### config.mk
export PLATFORM = sky130hd
export DESIGN_NAME = i2c_target
export DESIGN_NICKNAME = d
export VERILOG_FILES = /design/src/rtl/i2c_target.sv
export SDC_FILE = /design/constraint.sdc
export NUM_CORES = 1
export LEC_CHECK = 0
export CAP_MARGIN = 5
export CORE_ASPECT_RATIO = 0.7
export CORE_MARGIN = 5
export CORE_UTILIZATION = 25
export DETAILED_ROUTE_END_ITERATION = 10
export SLEW_MARGIN = 0
export SYNTH_ARGS = -nofsm -noshare
export SYNTH_HDL_FRONTEND = slang
export SYNTH_SLANG_ARGS = --single-unit
### constraint.sdc
create_clock -name clk -period 2.2 [get_ports clk]
set_input_delay 0.44 -clock clk [delete_from_list [all_inputs] [get_ports clk]]
set_output_delay 0.44 -clock clk [all_outputs]
set_load 0.02 [all_outputs]
### src/rtl/i2c_target.sv
`default_nettype none
// ============================================================================
//  Module   : i2c_target (plus helper debouncer)
//  Brief    : I2C target on open-drain SCL/SDA. Decodes START/STOP and the
//             address byte, stores up to 4 written bytes, returns up to 4
//             host-supplied bytes on reads, and reports each completed
//             addressed transaction with a one-cycle pulse. Never stretches
//             SCL.
//  Revision : 1.0 - initial release
// ============================================================================

// ----------------------------------------------------------------------------
// Glitch filter: the output follows the input only after the input has
// differed from the output for FILTER_SIZE consecutive cycles.
// ----------------------------------------------------------------------------
module debouncer #(
    parameter logic DEFAULT     = 1'b1,
    parameter int   FILTER_SIZE = 1
) (
    input  logic clk,
    input  logic asyn_rst_n,
    input  logic i_din,
    output logic o_dout
);

    localparam int c_CNT_W = (FILTER_SIZE > 1) ? $clog2(FILTER_SIZE) : 1;

    logic [c_CNT_W-1:0] r_cnt;

    // Count consecutive disagreeing samples; adopt the input once enough seen
    always_ff @(posedge clk or negedge asyn_rst_n) begin
        if (!asyn_rst_n) begin
            o_dout <= DEFAULT;
            r_cnt  <= '0;
        end else if (i_din == o_dout) begin
            r_cnt <= '0;
        end else if (r_cnt == c_CNT_W'(FILTER_SIZE - 1)) begin
            o_dout <= i_din;
            r_cnt  <= '0;
        end else begin
            r_cnt <= r_cnt + 1'b1;
        end
    end

endmodule

module i2c_target #(
    parameter logic [6:0] TARGET_ADDR = 7'h42
) (
    input  logic        clk,
    input  logic        asyn_rst_n,
    input  logic        scl_i,
    output logic        scl_o,
    input  logic        sda_i,
    output logic        sda_o,
    input  logic [31:0] host_tx_data_i,
    output logic [31:0] host_rx_data_o,
    output logic [2:0]  host_rx_cnt_o,
    output logic        host_rx_valid_o,
    output logic        host_rd_done_o,
    output logic        host_busy_o,
    output logic        host_error_o
);

    typedef enum logic [2:0] {
        S_IDLE   = 3'd0,
        S_ADDR   = 3'd1,
        S_ACK_A  = 3'd2,
        S_WDATA  = 3'd3,
        S_ACK_W  = 3'd4,
        S_RDATA  = 3'd5,
        S_ACK_R  = 3'd6,
        S_IGNORE = 3'd7
    } state_t;

    // ------------------------------------------------------------------------
    // Input conditioning: bit 1 carries SCL, bit 0 carries SDA
    // ------------------------------------------------------------------------
    logic [1:0] r_sync1;
    logic [1:0] r_sync2;
    logic [1:0] w_db;
    logic [1:0] r_cur;
    logic [1:0] r_prev;

    // Two-flop synchronizers for both pads (bus idles high)
    always_ff @(posedge clk or negedge asyn_rst_n) begin
        if (!asyn_rst_n) begin
            r_sync1 <= 2'b11;
            r_sync2 <= 2'b11;
        end else begin
            r_sync1 <= {scl_i, sda_i};
            r_sync2 <= r_sync1;
        end
    end

    generate
        for (genvar gi = 0; gi < 2; gi++) begin : g_deb
            debouncer #(
                .DEFAULT     (1'b1),
                .FILTER_SIZE (1)
            ) u_deb (
                .clk        (clk),
                .asyn_rst_n (asyn_rst_n),
                .i_din      (r_sync2[gi]),
                .o_dout     (w_db[gi])
            );
        end
    endgenerate

    // History flops: edges and bus conditions come from r_cur versus r_prev
    always_ff @(posedge clk or negedge asyn_rst_n) begin
        if (!asyn_rst_n) begin
            r_cur  <= 2'b11;
            r_prev <= 2'b11;
        end else begin
            r_cur  <= w_db;
            r_prev <= r_cur;
        end
    end

    logic w_sda;
    logic w_scl_rise;
    logic w_scl_fall;
    logic w_scl_high;
    logic w_start;
    logic w_stop;

    assign w_sda      = r_cur[0];
    assign w_scl_rise =  r_cur[1] & ~r_prev[1];
    assign w_scl_fall = ~r_cur[1] &  r_prev[1];
    // SCL must be steadily high, so an SCL and SDA edge arriving together
    // (e.g. right after reset) is never mistaken for START/STOP.
    assign w_scl_high =  r_cur[1] &  r_prev[1];
    assign w_start    = w_scl_high &  r_prev[0] & ~r_cur[0];
    assign w_stop     = w_scl_high & ~r_prev[0] &  r_cur[0];

    // ------------------------------------------------------------------------
    // Protocol state
    // ------------------------------------------------------------------------
    state_t      r_state,     w_state_nxt;
    logic [2:0]  r_bit_cnt,   w_bit_cnt_nxt;
    logic        r_bits_done, w_bits_done_nxt;   // 8 bits seen, awaiting fall
    logic [1:0]  r_byte_cnt,  w_byte_cnt_nxt;    // read byte index
    logic [2:0]  r_wr_cnt,    w_wr_cnt_nxt;      // bytes stored this write
    logic [7:0]  r_shift,     w_shift_nxt;
    logic        r_rw,        w_rw_nxt;
    logic        r_ack,       w_ack_nxt;
    logic        r_active,    w_active_nxt;      // addressed txn to report
    logic [31:0] r_tx_buf,    w_tx_buf_nxt;
    logic        r_sda,       w_sda_nxt;
    logic        r_busy,      w_busy_nxt;
    logic        r_error,     w_error_nxt;
    logic [31:0] r_rx_data,   w_rx_data_nxt;
    logic [2:0]  r_rx_cnt,    w_rx_cnt_nxt;
    logic        r_rx_valid,  w_rx_valid_nxt;
    logic        r_rd_done,   w_rd_done_nxt;

    logic [1:0]  w_byte_inc;
    logic        w_mid_byte;

    assign w_byte_inc = r_byte_cnt + 2'd1;

    // A STOP or repeated START always begins with one SCL rise in the data
    // phase, so a single sampled bit in WDATA is normal; more is a cut byte.
    // In RDATA the master has no business ending the transfer at all.
    assign w_mid_byte = ((r_state == S_WDATA) && (r_bits_done || (r_bit_cnt > 3'd1))) ||
                        ((r_state == S_RDATA) && (r_bits_done || (r_bit_cnt != 3'd0)));

    // State and datapath register
    always_ff @(posedge clk or negedge asyn_rst_n) begin
        if (!asyn_rst_n) begin
            r_state     <= S_IDLE;
            r_bit_cnt   <= 3'd0;
            r_bits_done <= 1'b0;
            r_byte_cnt  <= 2'd0;
            r_wr_cnt    <= 3'd0;
            r_shift     <= 8'd0;
            r_rw        <= 1'b0;
            r_ack       <= 1'b0;
            r_active    <= 1'b0;
            r_tx_buf    <= 32'd0;
            r_sda       <= 1'b1;
            r_busy      <= 1'b0;
            r_error     <= 1'b0;
            r_rx_data   <= 32'd0;
            r_rx_cnt    <= 3'd0;
            r_rx_valid  <= 1'b0;
            r_rd_done   <= 1'b0;
        end else begin
            r_state     <= w_state_nxt;
            r_bit_cnt   <= w_bit_cnt_nxt;
            r_bits_done <= w_bits_done_nxt;
            r_byte_cnt  <= w_byte_cnt_nxt;
            r_wr_cnt    <= w_wr_cnt_nxt;
            r_shift     <= w_shift_nxt;
            r_rw        <= w_rw_nxt;
            r_ack       <= w_ack_nxt;
            r_active    <= w_active_nxt;
            r_tx_buf    <= w_tx_buf_nxt;
            r_sda       <= w_sda_nxt;
            r_busy      <= w_busy_nxt;
            r_error     <= w_error_nxt;
            r_rx_data   <= w_rx_data_nxt;
            r_rx_cnt    <= w_rx_cnt_nxt;
            r_rx_valid  <= w_rx_valid_nxt;
            r_rd_done   <= w_rd_done_nxt;
        end
    end

    // Next-state, bit/byte sequencing and host reporting
    always_comb begin
        w_state_nxt     = r_state;
        w_bit_cnt_nxt   = r_bit_cnt;
        w_bits_done_nxt = r_bits_done;
        w_byte_cnt_nxt  = r_byte_cnt;
        w_wr_cnt_nxt    = r_wr_cnt;
        w_shift_nxt     = r_shift;
        w_rw_nxt        = r_rw;
        w_ack_nxt       = r_ack;
        w_active_nxt    = r_active;
        w_tx_buf_nxt    = r_tx_buf;
        w_sda_nxt       = r_sda;
        w_busy_nxt      = r_busy;
        w_error_nxt     = r_error;
        w_rx_data_nxt   = r_rx_data;
        w_rx_cnt_nxt    = r_rx_cnt;
        w_rx_valid_nxt  = 1'b0;
        w_rd_done_nxt   = 1'b0;

        if (w_start || w_stop) begin
            // Close out an addressed transaction before anything else
            if (r_active) begin
                if (r_rw) begin
                    w_rd_done_nxt = 1'b1;
                end else begin
                    w_rx_valid_nxt = 1'b1;
                    w_rx_cnt_nxt   = r_wr_cnt;
                end
                if (w_mid_byte) begin
                    w_error_nxt = 1'b1;
                end
            end
            w_active_nxt    = 1'b0;
            w_sda_nxt       = 1'b1;
            w_bit_cnt_nxt   = 3'd0;
            w_bits_done_nxt = 1'b0;
            if (w_start) begin
                // Busy is held across a repeated START and settled by the
                // address decision that follows.
                w_state_nxt = S_ADDR;
            end else begin
                w_state_nxt = S_IDLE;
                w_busy_nxt  = 1'b0;
            end
        end else begin
            case (r_state)
                S_IDLE, S_IGNORE: begin
                    w_sda_nxt = 1'b1;
                end

                S_ADDR, S_WDATA: begin
                    if (w_scl_rise) begin
                        w_shift_nxt   = {r_shift[6:0], w_sda};
                        w_bit_cnt_nxt = r_bit_cnt + 3'd1;
                        if (r_bit_cnt == 3'd7) begin
                            w_bits_done_nxt = 1'b1;
                        end
                    end else if (w_scl_fall && r_bits_done) begin
                        w_bits_done_nxt = 1'b0;
                        if (r_state == S_ADDR) begin
                            if (r_shift[7:1] == TARGET_ADDR) begin
                                w_state_nxt    = S_ACK_A;
                                w_sda_nxt      = 1'b0;
                                w_rw_nxt       = r_shift[0];
                                w_busy_nxt     = 1'b1;
                                w_active_nxt   = 1'b1;
                                w_error_nxt    = 1'b0;
                                w_byte_cnt_nxt = 2'd0;
                                w_wr_cnt_nxt   = 3'd0;
                                if (r_shift[0]) begin
                                    w_tx_buf_nxt = host_tx_data_i;
                                end
                            end else begin
                                w_state_nxt = S_IGNORE;
                                w_busy_nxt  = 1'b0;
                            end
                        end else if (!r_wr_cnt[2]) begin
                            // First byte of a new write replaces the old record
                            if (r_wr_cnt == 3'd0) begin
                                w_rx_data_nxt = {24'd0, r_shift};
                            end else begin
                                w_rx_data_nxt[{r_wr_cnt[1:0], 3'b000} +: 8] = r_shift;
                            end
                            w_wr_cnt_nxt = r_wr_cnt + 3'd1;
                            w_sda_nxt    = 1'b0;
                            w_state_nxt  = S_ACK_W;
                        end else begin
                            // Buffer full: NACK and keep what was stored
                            w_error_nxt = 1'b1;
                            w_state_nxt = S_IGNORE;
                        end
                    end
                end

                S_ACK_A: begin
                    if (w_scl_fall) begin
                        w_bit_cnt_nxt = 3'd0;
                        if (r_rw) begin
                            w_sda_nxt   = r_tx_buf[7];
                            w_state_nxt = S_RDATA;
                        end else begin
                            w_sda_nxt   = 1'b1;
                            w_state_nxt = S_WDATA;
                        end
                    end
                end

                S_ACK_W: begin
                    if (w_scl_fall) begin
                        w_sda_nxt   = 1'b1;
                        w_state_nxt = S_WDATA;
                    end
                end

                S_RDATA: begin
                    if (w_scl_rise) begin
                        w_bit_cnt_nxt = r_bit_cnt + 3'd1;
                        if (r_bit_cnt == 3'd7) begin
                            w_bits_done_nxt = 1'b1;
                        end
                    end else if (w_scl_fall) begin
                        if (r_bits_done) begin
                            w_bits_done_nxt = 1'b0;
                            w_sda_nxt       = 1'b1;
                            w_state_nxt     = S_ACK_R;
                        end else begin
                            // Bit counter counts up, so ~count is the MSB-first index
                            w_sda_nxt = r_tx_buf[{r_byte_cnt, ~r_bit_cnt}];
                        end
                    end
                end

                S_ACK_R: begin
                    if (w_scl_rise) begin
                        w_ack_nxt = ~w_sda;
                    end else if (w_scl_fall) begin
                        if (r_ack) begin
                            w_byte_cnt_nxt = w_byte_inc;
                            w_bit_cnt_nxt  = 3'd0;
                            w_sda_nxt      = r_tx_buf[{w_byte_inc, 3'b111}];
                            w_state_nxt    = S_RDATA;
                        end else begin
                            w_sda_nxt   = 1'b1;
                            w_state_nxt = S_IGNORE;
                        end
                    end
                end

                default: begin
                    w_state_nxt = S_IDLE;
                    w_sda_nxt   = 1'b1;
                end
            endcase
        end
    end

    assign scl_o           = 1'b1;
    assign sda_o           = r_sda;
    assign host_rx_data_o  = r_rx_data;
    assign host_rx_cnt_o   = r_rx_cnt;
    assign host_rx_valid_o = r_rx_valid;
    assign host_rd_done_o  = r_rd_done;
    assign host_busy_o     = r_busy;
    assign host_error_o    = r_error;

endmodule
`default_nettype wire

After elaboration in Yosys (flattened, before gate mapping)
Cells that the tools add are included.
Word-level totals
  input bits: 36
  register bits after elaboration: 107
  output and inout bits: 41
Operators by class
  shifts and indexed selects: 2
  bitwise gates (word level): 21
  add/sub/neg operators: 6
  reduce and logical (&&, ||, !) cells: 40
  eq/ne operators: 40
  multiplexer cells: 95
  $lt $le $gt $ge: 3
Operators with widths (count)
  2-to-1 mux 3 bit: 22
  2-to-1 mux 1 bit: 55
  bitwise mux 32 bit: 1
  2-to-1 mux 32 bit: 1
  variable shift 8 x 7 -> 32 bit (first input constant): 1
  variable part select 8 x 7 -> 32 bit: 1
  AND reduction 6 bit: 4
  != test 3 bit (second input constant): 7
  != test 2 bit (second input constant): 10
  AND reduction 10 bit: 2
  2-to-1 mux 2 bit: 9
  equality test 3 bit (second input constant): 5
  one-hot mux 3 bit (5 select lines): 1
  AND reduction 5 bit: 3
  AND reduction 7 bit: 2
  NOT 1 bit: 13
  < comparator 5 x 6 -> 1 bit (second input constant): 2
  != test 3 x 2 -> 1 bit (second input constant): 4
  != test 4 bit (second input constant): 3
  AND reduction 3 bit: 4
  nonzero test 2 bit: 5
  one-hot mux 3 bit (3 select lines): 1
  AND reduction 9 bit: 1
  nonzero test 3 bit: 3
  27 further kinds: 47

Longest topological paths before layout
  word-level depth: 8
  gate-level depth with buffers: 8

Hierarchy
A second synthesis with hierarchy kept.
Second synthesis, totals
  cells, all modules: 464
  area total of the unflattened synthesis: 5051.1 µm²
Modules (own cells, without submodules)
  i2c_target: seq. area each 2588.7 µm², cells an instance 460, area each 4991.0 µm², instances 1
  debouncer: seq. area each 26.3 µm², cells an instance 2, area each 30.0 µm², instances 2

Least setup slack after synthesis
OpenSTA, ideal clock, no wires.
  path type: flip-flop to flip-flop
  from: register r_prev[1]
  to: register r_tx_buf[0]
  data arrival time: 1.914 ns
  library setup time: 0.125 ns
  slack: 0.161 ns
  path buffers: 1
  stages on the path, launching flop included: 8
  path through: dfstp_2 > inv_1 > ha_1 > nand3b_1 > a211oi_4 > nand4_2 > buf_2 > mux2_2
Between the ends
  word-level cells in the longest chain between the ends: 6
  elaborated cells between the ends (all ways): 13
  those cells by class: bitwise: 10; reduce/logical: 3
Ends and longest elaborated chain
  start, declared: RTL line 83  | logic [1:0] r_prev;
  start signal, assigned: RTL line 117  | r_prev <= r_cur;
  AND 1 bit: RTL line 133  | assign w_scl_high = r_cur[1] & r_prev[1];
  AND 1 bit, on equally long branches (2 in a row): RTL line 134, 135
  logical OR 1 bit: RTL line 230  | if (w_start || w_stop) begin
  NOT 1 bit (no line)
  AND reduction 7 bit (no line) *
  end signal, assigned: RTL line 199  | r_tx_buf <= w_tx_buf_nxt;
  end, declared: RTL line 149  | logic [31:0] r_tx_buf, w_tx_buf_nxt;
Every way passes the cells marked *; elsewhere a longest branch is shown, timed or not.
A chain may end at the register's enable or synchronous reset.

Worst setup path in the final report
  from: register r_prev[1]
  to: register r_tx_buf[24]
Same word-level chain as after synthesis.

==> summary.txt <==
Outcome
  • Outcome: complete, no violations

Drt
  • Total Wirelength: 12600 µm
  • # DRC: 0
  • Drt wl/cell: 15.3 µm
  • Vias/cell: 4.48
  • DRT antenna net count: 0
  • Drt first-iter violations: 235
  • Vias: around 3700
  • Drt pass-1 iters: 4

Timing
  • Worst Skew: 0.00935 ns
  • Unrepaired setup endpoints after global routing: no
  • Rel. slew slack: approximately three fifths
  • Setup TNS: 0 ns
  • Fin crit period: between 2 and 2.5 ns
  • Fin crit share: 94.3%
  • Pins over their slew limit: 0
  • Final setup fails: 0
  • Slew @ Worst Pin: about 0.58 ns
  • Worst hold slack: approximately 0.076 ns
  • Max frequency: 482 MHz
  • Fin. Hold Viols: 0

GRT
  • GRT Total Usage: 10.8%
  • First-pass GRT wire length: roughly 20000 µm
  • Largest net degree at the start of global routing: between 40 and 50
  • GR Util met1: 15.7%
  • Number of global-route vias before repair: 3726
  • Met3 GRT Util: 2.54%
  • Overflow after GRT: 0
  • Grt peak-use layer: met2
  • Initial antenna violation count: 0
  • Met2 Use GR: 15.7%

Synthesis
  • Cell variety after synth: 64
  • Synth Flop Type: dfrtp_1
  • EDFF count, synth: 0
  • Yosys warns: 0
  • Cells after Synth: 449
  • Syn nets: 495
  • Cell Area, Synth: 5170 µm²
  • Yosys reg bits: 105
  • Async set-reset flop share out of synthesis: 100%
  • Mean post-synth cell area: around 12 µm²
  • Seq/Total Area, Yosys: 51.1%

Final layout
  • Nets: 586
  • Layout Cell Area excl Fill: 6710 µm²
  • Share of cells above drive strength 1: a little over a fifth
  • Synth-to-Final Area Change: 29.9%
  • ANT cells: 0

Place
  • GPL Wtd Cong: 0.862
  • Placed instance area: roughly 6400 µm²
  • # port buffers: 75
  • Hpwl dp: 9410 µm

Clocking
  • H-Tree Level Count: 3
  • Latest clock arrival within the worst-skew pair: 0.35 ns
  • CTS tree: built
  • Total setup buffers inserted after CTS: 0
  • Clock slew at reported path FFs: 0.07 ns
  • Max Root-Sink Buffers: 2
  • Root Driver: clkbuf_16
  • Clock sink count: between 100 and 150
  • CTS Buf Count: 9

Setup path
  • R2R Path Start: r_prev[1]
  • Worst setup SP type: flop
  • Critical path class: reg -> reg
  • CP Capture Type: flop
  • Critical-path top delay cell: dfstp_2
  • Crit-path max FO: 32
  • Crit path cell chain: inv_1, ha_1, nand3b_1, a211oi_4, nand4_2, buf_12, mux2_2
  • Worst endpoint required time: 2.43 ns
  • Max incr delay on CP: 0.54 ns
  • FF-to-FF setup slack: 0.12 ns
  • R2r endpoint: r_tx_buf[24]
  • Worst EP arrival: 2.30 ns
  • Register-to-Register Path Depth: 7

Power and ir drop
  • Leak pwr: 2.73 nW
  • PwrDens: 787 nW/µm²
  • Peak VDD IR: approximately 0.32 mV

Run
  • Max-cap violation count: 0

Floorplanning
  • FP Rows: 44
  • Initial Util: 25.2%
  • Die area: 23700 µm²
  • Die span in x: 182 µm
  • Core area: 20500 µm²
  • IO Count: 77
  • Die Height: 130 µm

Min path
  • Worst Hold Class: in -> async
[Yosys cell counts (all sizes together) (3+ instances only)]
cell type / number / area (µm²)
a211oi: 5 / 50.1
a21oi: 5 / 25.0
a22o: 3 / 26.3
a31oi: 6 / 37.5
and2: 3 / 18.8
buf: 13 / 90.1
clkbuf: 11 / 61.3
dfrtp: 94 / 2350
dfstp: 11 / 289
ha: 10 / 125
inv: 33 / 124
mux2: 50 / 563
mux2i: 25 / 250
mux4: 7 / 180
nand2: 50 / 188
nand2b: 5 / 38.8
nand3: 13 / 65.1
nand4: 4 / 31.3
nor2: 12 / 45.0
nor2b: 6 / 37.5
nor3: 8 / 40.0
o21a: 3 / 22.5
o21ai: 30 / 150
[state kept, by name, indices dropped and copies added, names as in the netlist, 3 cells and up]
signal,flops
r_state,3
host_rx_data_o,32
r_wr_cnt,3
r_shift,8
r_tx_buf,32
host_rx_cnt_o,3
r_bit_cnt,3
[per-stage QoR]
| stage | std cells | setup WS [ns] | util (%) | power (W) |
|---|---|---|---|---|
| finish | 821 | 0.125 | 32.7 | 0.00528 |
| global placement | 805 | 0.174 | 31.2 | 0.00365 |
| detailed placement | 805 | 0.0785 | 31.2 | 0.00368 |
| CTS | 821 | 0.0594 | 32.6 | 0.00533 |
| floorplan | 449 | 0.161 | - | 0.00319 |
| global route | 821 | 0.0379 | 32.7 | 0.00559 |
[placed cells by master (no fill, tap or decap), drive strengths merged, types with 7 or more instances in the layout]
master,Yosys,layout
mux2,50,50
clkdlybuf4s50,0,74
nand2,50,50
mux4,7,7
o21ai,30,30
nor2,12,12
dfrtp,94,94
inv,33,33
mux2i,25,25
dfstp,11,11
nand3,13,13
ha,10,10
buf,13,30
nor3,8,8
clkbuf,11,14
[power breakdown]
group          leakage [nW]  switching (W)  internal, W
Clock                 0.143       0.000684     0.000947
Sequential             1.34       0.000257      0.00208
Combinational          1.25       0.000665     0.000651
Total                  2.73        0.00161      0.00368
[critical path, delay by kind of cell, from the launching register on]
| family | cells | cell delay (ns) |
|---|---|---|
| buf+inv | 2 | 0.27 |
| flops | 1 | 0.54 |
| compound gates | 1 | 0.26 |
| simple gates | 2 | 0.41 |
| fa+ha+maj | 1 | 0.17 |
| mux | 1 | 0.29 |
[cell families (layout without fill, tap and decap cells)]
family                     Yosys count  in the layout  synth area share [%]
and+or+nand+nor                    114            114                  11.2
DFF                                105            105                  51.1
adders and majority gates           10             10                  2.42
AOI/OAI and AO/OA                   77             77                  10.1
xor gates and xnor gates             1              1                 0.315
other                                1              1                0.0726
muxes                               82             82                  19.2
buffers and inverters               59            155                  5.47
[repair_timing]
item,CTS,global route
endpoints found under the setup margin,0,6
hold buffers,0,0
resized for setup,0,1
[per-layer routing]
metal	share of wire, %	vias up
met4	1.5	0
met3	4.7	14
met2	43	80
met1	51	1816
met5	0	-
li1	-	1772
[worst max-delay path by stage]
stage                         start                  to  slack [ns]  cells after the start
after CTS                 r_prev[1]  host_rx_data_o[29]        0.06                      7
after global routing      r_prev[1]  host_rx_data_o[31]        0.04                      7
after global placement    r_prev[1]  host_rx_data_o[24]        0.17                      7
after floorplan           r_prev[1]         r_tx_buf[0]        0.16                      7
final                     r_prev[1]        r_tx_buf[24]        0.12                      7
after detailed placement  r_prev[1]   host_rx_data_o[9]        0.08                      7
[final cells by class]
class / count / area, µm²
tap: 276 / 345
clock inverter: 2 / 37.5
multi-input combinational: 285 / 2250
inverter: 35 / 131
timing repair buffer: 104 / 1040
fill: 2051 / 13800
clock buffer: 14 / 264
sequential: 105 / 2640
Note: power is estimated with default switching activity, not from simulation.
